## config.mk

```make
export PLATFORM = sky130hd
export DESIGN_NAME = regfile_write_arbiter
export DESIGN_NICKNAME = d
export VERILOG_FILES = /design/src/rtl/rf_ctrl_pkg.sv /design/src/rtl/rr_arbiter_2.sv /design/src/rtl/regfile_write_arbiter.sv
export SDC_FILE = /design/constraint.sdc
export NUM_CORES = 1
export LEC_CHECK = 0
export CAP_MARGIN = 30
export CORE_MARGIN = 10
export CORE_UTILIZATION = 30
export CTS_BUF_LIST = sky130_fd_sc_hd__clkbuf_8
export CTS_CLUSTER_SIZE = 24
export DETAILED_ROUTE_END_ITERATION = 10
export PLACE_DENSITY_LB_ADDON = 0.12
export SYNTH_ARGS = -nofsm -noshare
export SYNTH_HDL_FRONTEND = slang
export SYNTH_HIERARCHICAL = 1
export SYNTH_SLANG_ARGS = --single-unit
```

## constraint.sdc

```tcl
create_clock -name CLK -period 1.8 [get_ports CLK]
set_clock_uncertainty 0.05 [all_clocks]
set_input_delay 0.36 -clock CLK [delete_from_list [all_inputs] [get_ports CLK]]
set_output_delay 0.36 -clock CLK [all_outputs]
set_load 0.1 [all_outputs]
```

## src/rtl/rf_ctrl_pkg.sv

```systemverilog
// Shared types and defaults for the register-file write-port controller.
package rf_ctrl_pkg;

    typedef enum logic [0:0] {StClear, StArb} state_e;

    localparam int unsigned ADDR_W_DEF = 5;
    localparam int unsigned DATA_W_DEF = 32;
    localparam int unsigned X0_ADDR    = 0;

endpackage

```

## src/rtl/rr_arbiter_2.sv

```systemverilog
// Two-way round-robin arbiter: grants a lone requester directly, and on a
// conflict grants the side the pointer favours; the pointer then moves to the loser.
module rr_arbiter_2 (
    input  logic       clk_i,
    input  logic       rst_i,
    input  logic [1:0] req_i,
    input  logic       accept_i,
    output logic [1:0] gnt_o
);

    logic ptr_q, ptr_d;

    always_comb begin
        if (req_i == 2'b11) begin
            gnt_o = ptr_q ? 2'b10 : 2'b01;
        end else begin
            gnt_o = req_i;
        end
    end

    // After a grant to req0 the pointer favours req1, and vice versa.
    always_comb begin
        ptr_d = ptr_q;
        if (accept_i) begin
            ptr_d = gnt_o[0];
        end
    end

    always_ff @(posedge clk_i or posedge rst_i) begin
        if (rst_i) begin
            ptr_q <= 1'b0;
        end else begin
            ptr_q <= ptr_d;
        end
    end

endmodule

```

## src/rtl/regfile_write_arbiter.sv

```systemverilog
// Owns the register-file write port: round-robin between ALU and load writeback,
// drops x0 writes. RF_CLEAR_ON_RESET_EN adds a post-reset zeroing sequence.
module regfile_write_arbiter
    import rf_ctrl_pkg::*;
#(
    parameter int unsigned NUM_REGS = 32,
    parameter int unsigned ADDR_W   = ADDR_W_DEF,
    parameter int unsigned DATA_W   = DATA_W_DEF
) (
    input  logic              CLK,
    input  logic              rst,
    input  logic              v0,
    input  logic [ADDR_W-1:0] a0,
    input  logic [DATA_W-1:0] d0,
    output logic              r0,
    input  logic              v1,
    input  logic [ADDR_W-1:0] a1,
    input  logic [DATA_W-1:0] d1,
    output logic              r1,
    output logic [ADDR_W-1:0] rf_A3,
    output logic [DATA_W-1:0] rf_WD3,
    output logic              rf_WE3,
    output logic              busy
);

    logic [1:0]        req, gnt;
    logic              arb_en, accept, clearing;
    logic [ADDR_W-1:0] clr_addr, acc_addr;
    logic [DATA_W-1:0] acc_data;
    logic [ADDR_W-1:0] a3_q, a3_d;
    logic [DATA_W-1:0] wd3_q, wd3_d;
    logic              we3_q, we3_d;

`ifdef RF_CLEAR_ON_RESET_EN
    localparam logic [ADDR_W-1:0] LastIdx = ADDR_W'(NUM_REGS - 1);

    state_e            state_q, state_d;
    logic [ADDR_W-1:0] clr_idx_q, clr_idx_d;

    always_ff @(posedge CLK or posedge rst) begin
        if (rst) begin
            state_q   <= StClear;
            clr_idx_q <= '0;
        end else begin
            state_q   <= state_d;
            clr_idx_q <= clr_idx_d;
        end
    end

    always_comb begin
        state_d   = state_q;
        clr_idx_d = clr_idx_q;
        if (state_q == StClear) begin
            clr_idx_d = clr_idx_q + ADDR_W'(1);
            if (clr_idx_q == LastIdx) begin
                state_d   = StArb;
                clr_idx_d = '0;
            end
        end
    end

    always_comb begin
        clearing = (state_q == StClear);
        arb_en   = !clearing && !rst;
        clr_addr = clr_idx_q;
    end
`else
    assign clearing = 1'b0;
    assign arb_en   = !rst;
    assign clr_addr = '0;
`endif

    assign req = {v1, v0} & {2{arb_en}};

    rr_arbiter_2 u_rr_arbiter_2 (
        .clk_i    (CLK),
        .rst_i    (rst),
        .req_i    (req),
        .accept_i (accept),
        .gnt_o    (gnt)
    );

    assign accept   = |gnt;
    assign acc_addr = gnt[1] ? a1 : a0;
    assign acc_data = gnt[1] ? d1 : d0;

    // Address/data hold when idle; only the enable is pulsed.
    always_comb begin
        we3_d = 1'b0;
        a3_d  = a3_q;
        wd3_d = wd3_q;
        if (clearing) begin
            we3_d = 1'b1;
            a3_d  = clr_addr;
            wd3_d = '0;
        end else if (accept) begin
            a3_d  = acc_addr;
            wd3_d = acc_data;
            we3_d = (acc_addr != ADDR_W'(X0_ADDR));
        end
    end

    always_ff @(posedge CLK or posedge rst) begin
        if (rst) begin
            we3_q <= 1'b0;
            a3_q  <= '0;
            wd3_q <= '0;
        end else begin
            we3_q <= we3_d;
            a3_q  <= a3_d;
            wd3_q <= wd3_d;
        end
    end

    assign r0     = gnt[0];
    assign r1     = gnt[1];
    assign rf_WE3 = we3_q;
    assign rf_A3  = a3_q;
    assign rf_WD3 = wd3_q;
    assign busy   = clearing;

endmodule
```

# After elaboration in Yosys (flattened, before gate mapping)
# Cells that the tools add are included.
[totals]
regBits = 39
in_bits = 78
out_inout_bits = 41
word_cells = 14
[classes]
n_eq_ne = 1
mux = 5
n_bitwise = 1
n_reduce_logical = 3
[ops]
columns = ["cell", "count"]
rows = [
  ["$mux 32", 1],
  ["$mux 5", 1],
  ["$reduce_bool 5->1", 1],
  ["$mux 2", 2],
  ["$and 2x2->2", 1],
  ["$eq 2x2->1 const B", 1],
  ["$reduce_or 2->1", 1],
  ["$logic_not 1->1", 1],
  ["$mux 1", 1],
]

# Depth between registers and ports, before layout
# Gate-level depths: netlist of run 1.
[depth]
depth_word = 7
depth_mapped = 6
ltp_nobuf = 5

# Modules after synthesis
# Netlist of run 1, hierarchy kept.
[by_module_without_submodules]
columns = ["mod", "n_inst", "cells_each", "area_per_inst_um2", "seq_area_each_um2"]
rows = [
  ["regfile_write_arbiter", 1, 173, 1838.0, 950.9],
  ["rr_arbiter_2", 1, 6, 66.3, 25.0],
]

# Worst setup path before layout of run 1
# No wires, ideal clock.
[synth_timing]
path_type = "input to register"
from = "input v1"
to = "register u_rr_arbiter_2.ptr_q"
setup_time_ps = 125
arrival_time_ps = 3806
t_required_ps = 1625
slack_ps = -2181
stages = 5
n_path_buf = 1
cell_sequence = "nor2b_1 > a21boi_0 > buf_6 > or2_2 > mux2_4"
[synth_via]
elab_chain_cells = 4
[synth_rtl]
columns = ["item", "line_no", "text"]
rows = [
  ["start: declaration", "regfile_write_arbiter.sv:16", "input logic v1,"],
  ["$and 2x2->2 (*)", "regfile_write_arbiter.sv:73", "assign req = {v1, v0} & {2{arb_en}};"],
  ["$eq 2x2->1", "rr_arbiter_2.sv:14", "if (req_i == 2'b11) begin"],
  ["$mux 2 (*)", "rr_arbiter_2.sv:14", ""],
  ["via r1", "regfile_write_arbiter.sv:19", "output logic r1,"],
  ["$reduce_or 2->1 (*)", "regfile_write_arbiter.sv:83", "assign accept = |gnt;"],
  ["via accept", "regfile_write_arbiter.sv:27", "logic arb_en, accept, clearing;"],
  ["end signal: assignment", "rr_arbiter_2.sv:33", "ptr_q <= ptr_d;"],
  ["end: declaration", "rr_arbiter_2.sv:11", "logic ptr_q, ptr_d;"],
]
# Mark *: on every way through the listed nets, which the timed path passes. The rest lies on a longest branch.
# A chain may end at the register's enable or synchronous reset.

# Final worst setup path of run 1
[layout_timing]
from = "input rst"
to = "output r1"
[layout_via]
elab_chain_cells = 4
[layout_rtl]
columns = ["item", "line_no", "text"]
rows = [
  ["start: declaration", "regfile_write_arbiter.sv:11", "input logic rst,"],
  ["$logic_not 1->1 (no source line) (*)", "-", ""],
  ["$and 2x2->2 (*)", "regfile_write_arbiter.sv:73", ""],
  ["via req[1]", "regfile_write_arbiter.sv:26", "logic [1:0] req, gnt;"],
  ["$eq 2x2->1", "rr_arbiter_2.sv:14", ""],
  ["$mux 2 (*)", "rr_arbiter_2.sv:14", ""],
  ["end: declaration", "regfile_write_arbiter.sv:19", ""],
]
# Marked as above.

==> flow_metrics.tcl, run 1 <==
set metrics [dict create \
    run_status "finished clean" \
    netlist.area_leader.share 0.512 \
    met3_track_usage_gr 0.0561 \
    nets 386 \
    finish.cell_count_without_fillers 384 \
    fmax_mhz 595 \
    cp_top_family "buffers and inverters" \
    post-synth-top-area-cell "dfrtp_1" \
    cts.sink_count 39 \
    cp.arrival_ns 1.27 \
    grt.busiest_layer "met2" \
    routabilityCongestion 0.713 \
    cap_violations 0 \
    drt-pass1-iter-count 4 \
    netlist_top_cells_area "dfrtp_1 51%, mux2i_1 19%, o21ai_1 7.9%, nand2_1 7.1%, buf_12 3.2%" \
    power.leakage_nw 1.61 \
    via_count 1774 \
    groute.layer.met2.usage 0.200 \
    post_synthesis_to_final_layout_area_growth_pct 98.7 \
    die_h_um 99.7 \
    number_of_distinct_library_cell_variants_in_the_gate_level_netlist_after_synthesis 24 \
    avgViaCountPerCell 4.62 \
    cp_slowest_cell "dlygate4sd2_1" \
    endpoint_kind "output port" \
    met1_usage 0.147 \
    summed_negative_setup_slack_over_all_endpoints_ns 0 \
    global_route_wire_length_before_repair_um 10000 \
    powerDensity_mw_per_mm2 1060 \
    worst_skew_pair.late_latency_ns 0.28 \
    filler_cell_count 511 \
    max-vdd-ir-drop_v 0.000579 \
    remaining_drc_errors 0 \
    gr-total-overflow 0 \
    num_rows 28 \
    post_synth_xor_area_fraction 0 \
    holdCritPathClass "in -> async" \
    grt_start_max_net_pins 25 \
    hold_viol_final 0 \
    io_pins 119 \
    cts_inserted_buffers 5 \
    crit_fanout 3 \
    final_min_period_over_clock_period 0.934 \
    clock_path_buffers 2 \
    insertedDiodeCount 0 \
    finish.utilization 0.628 \
    wl_per_cell_um 16.3 \
    layout-drive-gt1-share 0.236 \
    worstPathCellList "dlygate4sd2_1, nor2b_4, a21boi_4, buf_12" \
    synthSimpleGateAreaFrac 0.0953 \
    timing.final.crit_period_ns 1.68 \
    first_iter_violations 44 \
    criticalPathCategory "in -> out" \
    proportion_of_synthesized_area_in_mux_cells 0.209 \
    die_w_um 99.7 \
    ctsRootBufferMaster "clkbuf_8" \
    yosys_register_bits 39 \
    cts_tree "yes" \
    rsz_0062_raised_after_global_routing "false" \
    fp.coreArea_mm2 0.00603 \
    post-place-cells 374 \
    grt_antenna_before_repair 0 \
    largest_family_of_logic_cells_by_synthesized_area "multiplexers" \
    initial_utilization 0.316 \
    die_area_mm2 0.00993 \
    final_antenna_net_count 0 \
    seq_area_frac_synth 0.512 \
    critical_path.max_stage_delay_ns 0.30 \
    synth_compound_area_frac 0.111 \
    wp_buf_inv 2 \
    netlist_instances 179 \
    worst-endpoint-required_ns 1.39 \
    place.detailed.hpwl_um 5210 \
    yosys.area_share.adder 0 \
    mappedNetlistArea_mm2 0.00190 \
    number_of_global_route_vias_before_repair 1868 \
    place.port_buffers 117 \
    mean_post_synth_cell_area_um2 10.6 \
    cts.htree.levels 2 \
    grt_use_total 0.124 \
    route.final.wire_length_um 6260 \
    ys.warnings.count 6 \
    nature_of_the_critical_path_startpoint "input pin" \
    drv_slew 0 \
    syn-num-nets 257 \
    post_cts_clock_slew_at_the_launch_and_capture_registers_of_the_worst_setup_and_hold_paths_ns 0.07 \
    setup_violations 0 \
]
## through the flow
stage	setup slack (ns)	power [mW]	hold WS, ns	cell area, um^2
6_report	0.118	4.02	0.207	3780
5_1_grt	0.0886	4.19	0.216	3780
4_1_cts	-0.00561	4.07	0.196	3760
3_5_place_dp	-0.322	3.50	0.534	3670
3_3_place_gp	-0.285	3.48	0.542	3670
2_1_floorplan	-0.214	2.49	0.0387	1940
## report_power, final
part / total, mW / internal [mW] / leakage, nW / switching [mW]
sequential: 1.18 / 1.02 / 0.473 / 0.158
combinational: 2.28 / 0.885 / 1.09 / 1.39
clock: 0.554 / 0.261 / 0.0505 / 0.294
total: 4.02 / 2.17 / 1.61 / 1.85
## worst min-delay path, cell delays in order
cell and delay, ns:
dlygate4sd2_1 0.30, buf_4 0.16, inv_1 0.05
## cells by family after synthesis
family,Yosys count
AND/OR/NAND/NOR,44
AO/OA/AOI/OAI,40
multiplexers,39
flip-flops,39
buffers and inverters,16
other,1
## path summary, 6_finish.rpt
path	start	end	slack [ns]	cells past startpoint
worst max-delay path	rst	r1	0.12	4
worst min-delay path	rst	u_rr_arbiter_2/ptr_q$_DFFE_PP0P_	0.21	3
worst max register to register	u_rr_arbiter_2/ptr_q$_DFFE_PP0P_	rf_A3[2]$_DFFE_PP0P_	0.29	4
worst min register to register	u_rr_arbiter_2/ptr_q$_DFFE_PP0P_	u_rr_arbiter_2/ptr_q$_DFFE_PP0P_	0.55	1
max in group asynchronous	rst	rf_WD3[19]$_DFFE_PP0P_	1.02	4
min in group CLK	u_rr_arbiter_2/ptr_q$_DFFE_PP0P_	u_rr_arbiter_2/ptr_q$_DFFE_PP0P_	0.55	1
## layout by cell type, fill, tap and decap left out, types with 2 or more instances in the layout
master and count:
nand2_1 36, inv_1 5, buf_4 9, nor2_1 2, clkbuf_8 5, clkdlybuf4s50_1 74, o21ai_1 36, buf_12 45
dfrtp_1 39, nor2b_4 2, dlygate4sd2_1 2, mux2_2 2, a21boi_4 2, mux2i_1 36, buf_6 4
## registers in the layout (all words and copies together), names as in the netlist
register	cells
rf_A3	5
rf_WD3	32
u_rr_arbiter_2/ptr_q	1
rf_WE3	1
## repair_timing
action,CTS,global route
hold buffers,0,0
pin swaps,1,1
resized for setup,2,6
buffers inserted,3,0
endpoints found under the setup margin,7,33
## cell type report
class                           count  area (um^2)  area share
Clock inverter                      3         12.5     0.00331
Inverter                            3         11.3     0.00298
Multi-Input combinational cell    124          837       0.221
Clock buffer                        5         68.8      0.0182
Tap cell                           75         93.8      0.0248
Timing Repair Buffer              135         1780       0.472
Sequential cell                    39          976       0.258
## metal layers
layer | up-vias | share of wire
li1 | 869 | -
met3 | 5 | 0.093
met4 | 0 | 0.0085
met5 | - | 0
met2 | 71 | 0.48
met1 | 829 | 0.42
## Yosys cell counts
cell type	n
nor2b_1	2
buf_12	3
buf_6	2
nand2_1	36
or2_2	1
mux2_4	1
nor4b_1	1
conb_1	1
mux2_2	2
nor2_1	2
a21oi_1	1
mux2i_1	36
buf_4	1
a21boi_0	1
o21a_1	1
inv_1	3
o21ai_1	30
a21boi_2	1
o21ai_0	6
buf_2	5
dfrtp_1	39
nor3_1	1
nor4_1	1
clkbuf_1	2
Note: power is estimated with default switching activity, not from simulation.
==> run 2: changes to the inputs <==
--- a/config.mk
+++ b/config.mk
@@ -6,12 +6,13 @@
 export NUM_CORES = 1
 export LEC_CHECK = 0
 export CAP_MARGIN = 30
-export CORE_MARGIN = 10
 export CORE_UTILIZATION = 30
 export CTS_BUF_LIST = sky130_fd_sc_hd__clkbuf_8
+export CTS_CLUSTER_DIAMETER = 120
 export CTS_CLUSTER_SIZE = 24
 export DETAILED_ROUTE_END_ITERATION = 10
 export PLACE_DENSITY_LB_ADDON = 0.12
+export REMOVE_ABC_BUFFERS = 1
 export SYNTH_ARGS = -nofsm -noshare
 export SYNTH_HDL_FRONTEND = slang
 export SYNTH_HIERARCHICAL = 1
==> run 2 against run 1 <==
  * Register-to-register slack got worse by 0.15 ns
  * Setup slack got worse by 0.084 ns
  * Wire length fell by 14%
  * Via count fell by 0.68%
==> flow_metrics.tcl, run 2 (synthesis gave the netlist of run 1 again) <==
set metrics [dict create \
    timing.reg2reg.worst_path_depth 6 \
    timing.final.crit_period_ns 1.77 \
    endpoint_kind "output port" \
    global_route_wire_length_before_repair_um 8430 \
    cp_slowest_cell "dlygate4sd2_1" \
    remaining_drc_errors 0 \
    critical_path.max_stage_delay_ns 0.30 \
    drv_slew 0 \
    met3_track_usage_gr 0.0667 \
    insertedDiodeCount 0 \
    reg2reg_from "u_rr_arbiter_2/ptr_q$_DFFE_PP0P_" \
    die_w_um 81.7 \
    number_of_global_route_vias_before_repair 1758 \
    cts_hold_repair.buffers 0 \
    wp_buf_inv 3 \
    worstPathCellList "dlygate4sd2_1, nor2b_4, a21boi_4, buf_12, buf_12" \
    place.detailed.hpwl_um 4040 \
    final_antenna_net_count 0 \
    cp.arrival_ns 1.36 \
    layout.cells.most_common_list "74 x clkdlybuf4s50_1, 46 x buf_12, 39 x dfrtp_1" \
    post_synthesis_to_final_layout_area_growth_pct 99.9 \
    grt.busiest_layer "met2" \
    route.final.wire_length_um 5350 \
    hold_viol_final 0 \
    num_rows 28 \
    fmax_mhz 566 \
    initial_utilization 0.316 \
    final_area_mm2 0.00381 \
    end_of_the_worst_register_to_register_path "u_rr_arbiter_2/ptr_q$_DFFE_PP0P_" \
    finish.utilization 0.632 \
    die_h_um 81.7 \
    die_area_mm2 0.00667 \
    clock_path_buffers 2 \
    post_cts_clock_slew_at_the_launch_and_capture_registers_of_the_worst_setup_and_hold_paths_ns 0.07 \
    crit_fanout 3 \
    first_iter_violations 75 \
    routabilityCongestion 0.717 \
    wl_per_cell_um 13.9 \
    via_count 1762 \
    power.leakage_nw 1.62 \
    ctsRootBufferMaster "clkbuf_8" \
    r2r_setup_slack_ns 0.14 \
    fp.coreArea_mm2 0.00603 \
    critical_path.most_common_cell "buf_12" \
    run_status "finished clean" \
    avgViaCountPerCell 4.56 \
    cts_inserted_buffers 5 \
    criticalPathCategory "in -> out" \
    grt_use_total 0.172 \
    grt_antenna_before_repair 0 \
    groute.layer.met2.usage 0.257 \
    post-place-cells 372 \
    cts.htree.levels 2 \
    gr-total-overflow 0 \
    powerDensity_mw_per_mm2 1080 \
    max-vdd-ir-drop_v 0.000518 \
    io_pins 119 \
    nets 388 \
    holdCritPathClass "in -> async" \
    nature_of_the_critical_path_startpoint "input pin" \
    final_min_period_over_clock_period 0.981 \
    setup_violations 0 \
    worst-endpoint-required_ns 1.39 \
    place.port_buffers 117 \
    drt-pass1-iter-count 4 \
    cts.sink_count 39 \
    cap_violations 0 \
    p_total_mw 4.10 \
    layout-drive-gt1-share 0.241 \
    cp_top_family "buffers and inverters" \
    finish.cell_count_without_fillers 386 \
    place_area_mm2 0.00365 \
    grt_start_max_net_pins 39 \
    worst_skew_pair.late_latency_ns 0.28 \
    most_common_library_cell_in_the_layout_ignoring_fill_and_taps "clkdlybuf4s50_1" \
    largest_register_ffs 32 \
    met1_usage 0.223 \
    cts_tree "yes" \
]
## run 2: how the worst max path moves through the flow
stage                     slack, ns                          endpoint  cells after the start  from
final                          0.03                                r1                      5   rst
after global routing         -0.002                                r1                      5   rst
after CTS                      0.03                                r1                      5   rst
after detailed placement      -0.33                                r1                      5   rst
after global placement        -0.32                                r1                      5    v1
after floorplan               -6.00  u_rr_arbiter_2/ptr_q$_DFFE_PP0P_                      4    v1
## run 2: layout make-up
class	instances	area, um^2
fill	527	2220
timing repair buffer	137	1800
sequential	39	976
multi-input combinational	124	828
clock buffer	7	96.3
tap	75	93.8
inverter	3	11.3
clock inverter	1	3.75
## run 2: metal layers
metal  part of all wire  wire length, um  vias up
met5                  0                0        -
met4              0.018               98        0
met3              0.078              415       10
met2               0.46             2490       66
met1               0.44             2350      817
li1                   -                -      869
## run 2: where the power goes
group          internal (mW)  switching (mW)  total (mW)
logic                  0.884            1.39        2.27
registers               1.02           0.161        1.18
clock network          0.344           0.301       0.645
## run 2: through the flow
step	hold WS, ns	setup slack, ns	setup TNS (ns)
6_report	0.215	0.0344	0
4_1_cts	0.207	0.0258	0
3_5_place_dp	0.537	-0.328	-11.48
3_3_place_gp	0.536	-0.323	-10.46
2_1_floorplan	0.0387	-6.00	-224.41
5_1_grt	0.209	-0.00204	-0.00204
## run 2: worst reg2reg max path: stages (launching register included)
cell and delay [ns]:
dfrtp_1 0.42, inv_1 0.11, a21boi_4 0.07, buf_4 0.13, buf_4 0.14, or2_2 0.31, mux2_4 0.30
## run 2: what timing repair did
item,CTS,global route
pin swaps,1,0
setup endpoints to repair,8,1
buffers inserted,5,1
resized for setup,8,0
==> run 3: changes to the inputs <==
--- a/config.mk
+++ b/config.mk
@@ -11,6 +11,7 @@
 export CTS_CLUSTER_DIAMETER = 120
 export CTS_CLUSTER_SIZE = 24
 export DETAILED_ROUTE_END_ITERATION = 10
+export MAX_ROUTING_LAYER = met4
 export PLACE_DENSITY_LB_ADDON = 0.12
 export REMOVE_ABC_BUFFERS = 1
 export SYNTH_ARGS = -nofsm -noshare
==> run 3 against run 2 <==
  * First-iteration DRC count is the same
  * Global-route usage grew 0.50 points
  * Setup slack is essentially flat
  * Sequential cell count is the same
  * Count of clock-buffer cells in the layout is the same
  * Via count grew 0.11%
  * Critical path depth is the same
  * Cell count is the same
  * Total power is essentially flat
  * Non-clock buffer count is the same
  * Worst hold slack is essentially flat
  * Critical path type unchanged
==> flow_metrics.tcl, run 3 (synthesis gave the netlist of run 1 again) <==
set metrics [dict create \
    run_status "finished clean" \
    die_area_mm2 0.00667 \
    io_pins 119 \
    hold_viol_final 0 \
    clock_path_buffers 2 \
    final_antenna_net_count 0 \
    nets 388 \
    timing.final.crit_period_ns 1.77 \
    criticalPathCategory "in -> out" \
    final_area_mm2 0.00381 \
    routabilityCongestion 0.725 \
    filler_cell_count 527 \
    cp_slowest_cell "dlygate4sd2_1" \
    insertedDiodeCount 0 \
    place.port_buffers 117 \
    die_w_um 81.7 \
    initial_utilization 0.316 \
    cts.htree.levels 2 \
    via_count 1764 \
    worstPathCellList "dlygate4sd2_1, nor2b_4, a21boi_4, buf_12, buf_12" \
    cts_inserted_buffers 5 \
    critical_path.most_common_cell "buf_12" \
    wl_per_cell_um 13.9 \
    cts_hold_repair.buffers 0 \
    finish.utilization 0.632 \
    avgViaCountPerCell 4.57 \
    cp.arrival_ns 1.36 \
    startpoint "rst" \
    max-vdd-ir-drop_v 0.000519 \
    cts.sink_count 39 \
    die_h_um 81.7 \
    worst-endpoint-required_ns 1.39 \
    cts_tree "yes" \
    wp_buf_inv 3 \
    fp.coreArea_mm2 0.00603 \
    holdCritPathClass "in -> async" \
    worst_skew_pair.late_latency_ns 0.28 \
    post_cts_clock_slew_at_the_launch_and_capture_registers_of_the_worst_setup_and_hold_paths_ns 0.07 \
    post_synthesis_to_final_layout_area_growth_pct 99.9 \
    place.detailed.hpwl_um 4040 \
    reg2reg_from "u_rr_arbiter_2/ptr_q$_DFFE_PP0P_" \
    drt-pass1-iter-count 4 \
    crit_fanout 3 \
    global_route_wire_length_before_repair_um 8420 \
    finish.cell_count_without_fillers 386 \
    most_common_library_cell_in_the_layout_ignoring_fill_and_taps "clkdlybuf4s50_1" \
    grt_start_max_net_pins 39 \
    place_area_mm2 0.00365 \
    nature_of_the_critical_path_startpoint "input pin" \
    cp_top_family "buffers and inverters" \
    drv_slew 0 \
    power.leakage_nw 1.62 \
    endpoint_kind "output port" \
    layout.cells.most_common_list "74 x clkdlybuf4s50_1, 46 x buf_12, 39 x dfrtp_1" \
    grt_antenna_before_repair 0 \
    number_of_global_route_vias_before_repair 1761 \
    largest_register_ffs 32 \
    fmax_mhz 566 \
    gr-total-overflow 0 \
    layout-drive-gt1-share 0.241 \
    pre_cts_slack_ns -0.328 \
    grt_use_total 0.177 \
    first_iter_violations 75 \
    final_min_period_over_clock_period 0.981 \
    num_rows 28 \
    route.final.wire_length_um 5350 \
    setup_violations 0 \
    final_critical_path_setup_slack_ns 0.0344 \
    critical_path.max_stage_delay_ns 0.30 \
    ctsRootBufferMaster "clkbuf_8" \
    remaining_drc_errors 0 \
    cap_violations 0 \
    powerDensity_mw_per_mm2 1080 \
    post-place-cells 372 \
]
run 3: cell counts in the layout (fill, tap and decap cells not counted):
Identical to the previous run, type by type.
run 3: path summary, 6_finish.rpt:
path	end	slack (ns)	cells after the start
max	r1	0.03	5
min	u_rr_arbiter_2/ptr_q$_DFFE_PP0P_	0.22	3
max reg2reg	u_rr_arbiter_2/ptr_q$_DFFE_PP0P_	0.14	6
min reg2reg	rf_WD3[10]$_DFFE_PP0P_	0.56	2
max in group asynchronous	rf_WD3[8]$_DFFE_PP0P_	1.07	4
min in group CLK	rf_WD3[10]$_DFFE_PP0P_	0.56	3
run 3: through the flow:
step | TNS, ns | power, mW | hold slack [ns]
CTS | 0 | 4.14 | 0.207
finish | 0 | 4.10 | 0.215
floorplan | -224.41 | 2.48 | 0.0387
global route | -0.00204 | 4.27 | 0.209
detailed placement | -11.48 | 3.47 | 0.537
global placement | -10.46 | 3.45 | 0.536
run 3: final cells by class:
type / count / area (um^2) / area share
Sequential cell: 39 / 976 / 0.256
Tap cell: 75 / 93.8 / 0.0247
Clock inverter: 1 / 3.75 / 0.000986
Inverter: 3 / 11.3 / 0.00296
Clock buffer: 7 / 96.3 / 0.0253
Multi-Input combinational cell: 124 / 828 / 0.218
Timing Repair Buffer: 137 / 1800 / 0.472
run 3: worst min-delay path, delay by kind of cell:
kind                   cells  cell delay [ns]
buffers and inverters      3             0.51
run 3: power by group:
group | leakage (nW) | internal (mW) | total [mW] | switching, mW
combinational | 1.09 | 0.884 | 2.27 | 1.39
clock | 0.0557 | 0.344 | 0.645 | 0.301
sequential | 0.473 | 1.02 | 1.18 | 0.161
total | 1.62 | 2.25 | 4.10 | 1.85
run 3: timing repair:
item	in CTS	in global routing
resized for setup	8	0
setup buffers	5	1
endpoints found under the setup margin	8	1
pin swaps	1	0
run 3: per-layer routing:
layer  GRT usage  wire, um  part of all wire
met1       0.227      2400              0.45
met2       0.257      2490              0.46
met3      0.0600       366             0.068
met4      0.0702        98             0.018
met5           -         0                 0
==> edit, RTL diff (settings of run 3) <==
`ADDR_W_DEF`: 5 -> 6.
--- a/src/rtl/rf_ctrl_pkg.sv
+++ b/src/rtl/rf_ctrl_pkg.sv
@@ -4,5 +4,5 @@
     typedef enum logic [0:0] {StClear, StArb} state_e;
 
-    localparam int unsigned ADDR_W_DEF = 5;
+    localparam int unsigned ADDR_W_DEF = 6;
     localparam int unsigned DATA_W_DEF = 32;
     localparam int unsigned X0_ADDR    = 0;
Interface: changed (resized a0, a1 and rf_A3); port bits go from 119 to 122. The function was not compared with the original's and may differ.
==> edit against run 3 <==
  * Routed wire length shrank 0.60%
  * Worst setup slack better by 0.020 ns
  * First-iteration DRC count is 27% lower
  * Sequential cell count is 1 higher
  * Non-clock buffer count up 10
  * Maximum frequency rose by 1.2%
  * Design area up 3.0%
  * Utilization up 1.9 points
  * Total power is 1.1% higher
  * Area after synthesis is essentially flat
  * Largest cell class unchanged
==> edit: results <==
metrics = {
    "route": {
        "wl_met1_um": 2230,
        "drt_wl_total_um": 5320,
        "drt_iter0_markers": 55,
        "route.met3.wl_um": 341,
        "vias": 1801,
        "drtPass1Iterations": 3,
        "dr_wl_met2_um": 2690,
        "viasPerCell": 4.51,
    },
    "synthesis": {
        "synthCells": 182,
        "ys_types": 22,
        "synth_seq_area_share_pct": 52.6,
        "synthTopCellsByCount": "40 x dfrtp_1, 37 x mux2i_1, 37 x nand2_1, 37 x o21ai_1",
        "synth.area.top_cells": "dfrtp_1 53%, mux2i_1 19%, o21ai_1 9.7%",
    },
    "power": {
        "p_leak_nw": 1.68,
        "power_w": 0.00414,
        "ir_drop_uv": 551,
    },
    "layout": {
        "fin_nets": 403,
        "drive_above_1_share_pct": 25.6,
        "largest_register_ffs": 32,
    },
    "place": {
        "io_buffers": 120,
        "place_ws_ns": -0.358,
        "hpwl_um": 4200,
        "dp.cells": 387,
        "place_area_um2": 3780,
        "gp_congestion": 0.733,
    },
    "global_routing": {
        "grt_max_degree": 32,
        "grt_pass1_vias": 1864,
        "gr-usage-all-layers_pct": 17.5,
    },
    "critical_path": {
        "cp-startpoint": "v0",
        "reg2reg_from": "u_rr_arbiter_2/ptr_q",
        "arrival_ns": 1.34,
    },
    "status": {
        "status": "complete, no violations",
    },
    "cts": {
        "cts_made_buffers": 5,
        "htree_num_levels": 2,
    },
}
==> edit: cells by family after synthesis <==
| kind of cell | synth area share [%] |
|---|---|
| other | 0.197 |
| DFF | 52.6 |
| AOI/OAI and AO/OA | 11.9 |
| buffers and inverters | 4.34 |
| muxes | 21.4 |
| and+or+nand+nor | 9.53 |
==> edit: final timing paths <==
path,end,slack [ns],cells past startpoint
min in group CLK,rf_WD3[7],0.56,3
max reg2reg,u_rr_arbiter_2/ptr_q,0.15,6
min,u_rr_arbiter_2/ptr_q,0.03,3
max in group asynchronous,rf_WD3[30],1.28,4
min reg2reg,rf_WD3[29],0.57,2
max,r1,0.05,6
==> edit: worst max-delay path, stage by stage <==
cell and delay (ns):
dlygate4sd2_1 0.22, nor2b_2 0.14, buf_4 0.14, a21boi_4 0.18, buf_6 0.13, buf_12 0.16
==> edit: repair_timing <==
item,in CTS,in global routing
endpoints found under the setup margin,4,2
pin swaps,1,0
setup buffers,4,0
gates resized for setup,9,3
==> edit: report_power, final <==
group / leakage [nW] / switching, W / internal (W)
Clock: 0.0538 / 0.000299 / 0.000301
Sequential: 0.486 / 0.000163 / 0.00105
Combinational: 1.14 / 0.00142 / 0.000912
Total: 1.68 / 0.00188 / 0.00226
==> edit: final cells by class <==
| cell class | count | area, um^2 |
|---|---|---|
| clock buffers | 6 | 82.6 |
| clock inverters | 2 | 7.51 |
| fillers | 511 | 2110 |
| inverters | 3 | 11.3 |
| multi-input cells | 126 | 855 |
| flip-flops and latches | 40 | 1000 |
| well taps | 75 | 93.8 |
| repair buffers | 147 | 1870 |
==> edit: routing by layer <==
layer | global-route usage, % | up-vias
met5 | - | -
met4 | 4.74 | 0
met3 | 4.67 | 7
met2 | 29.1 | 62
met1 | 21.0 | 829
li1 | - | 903
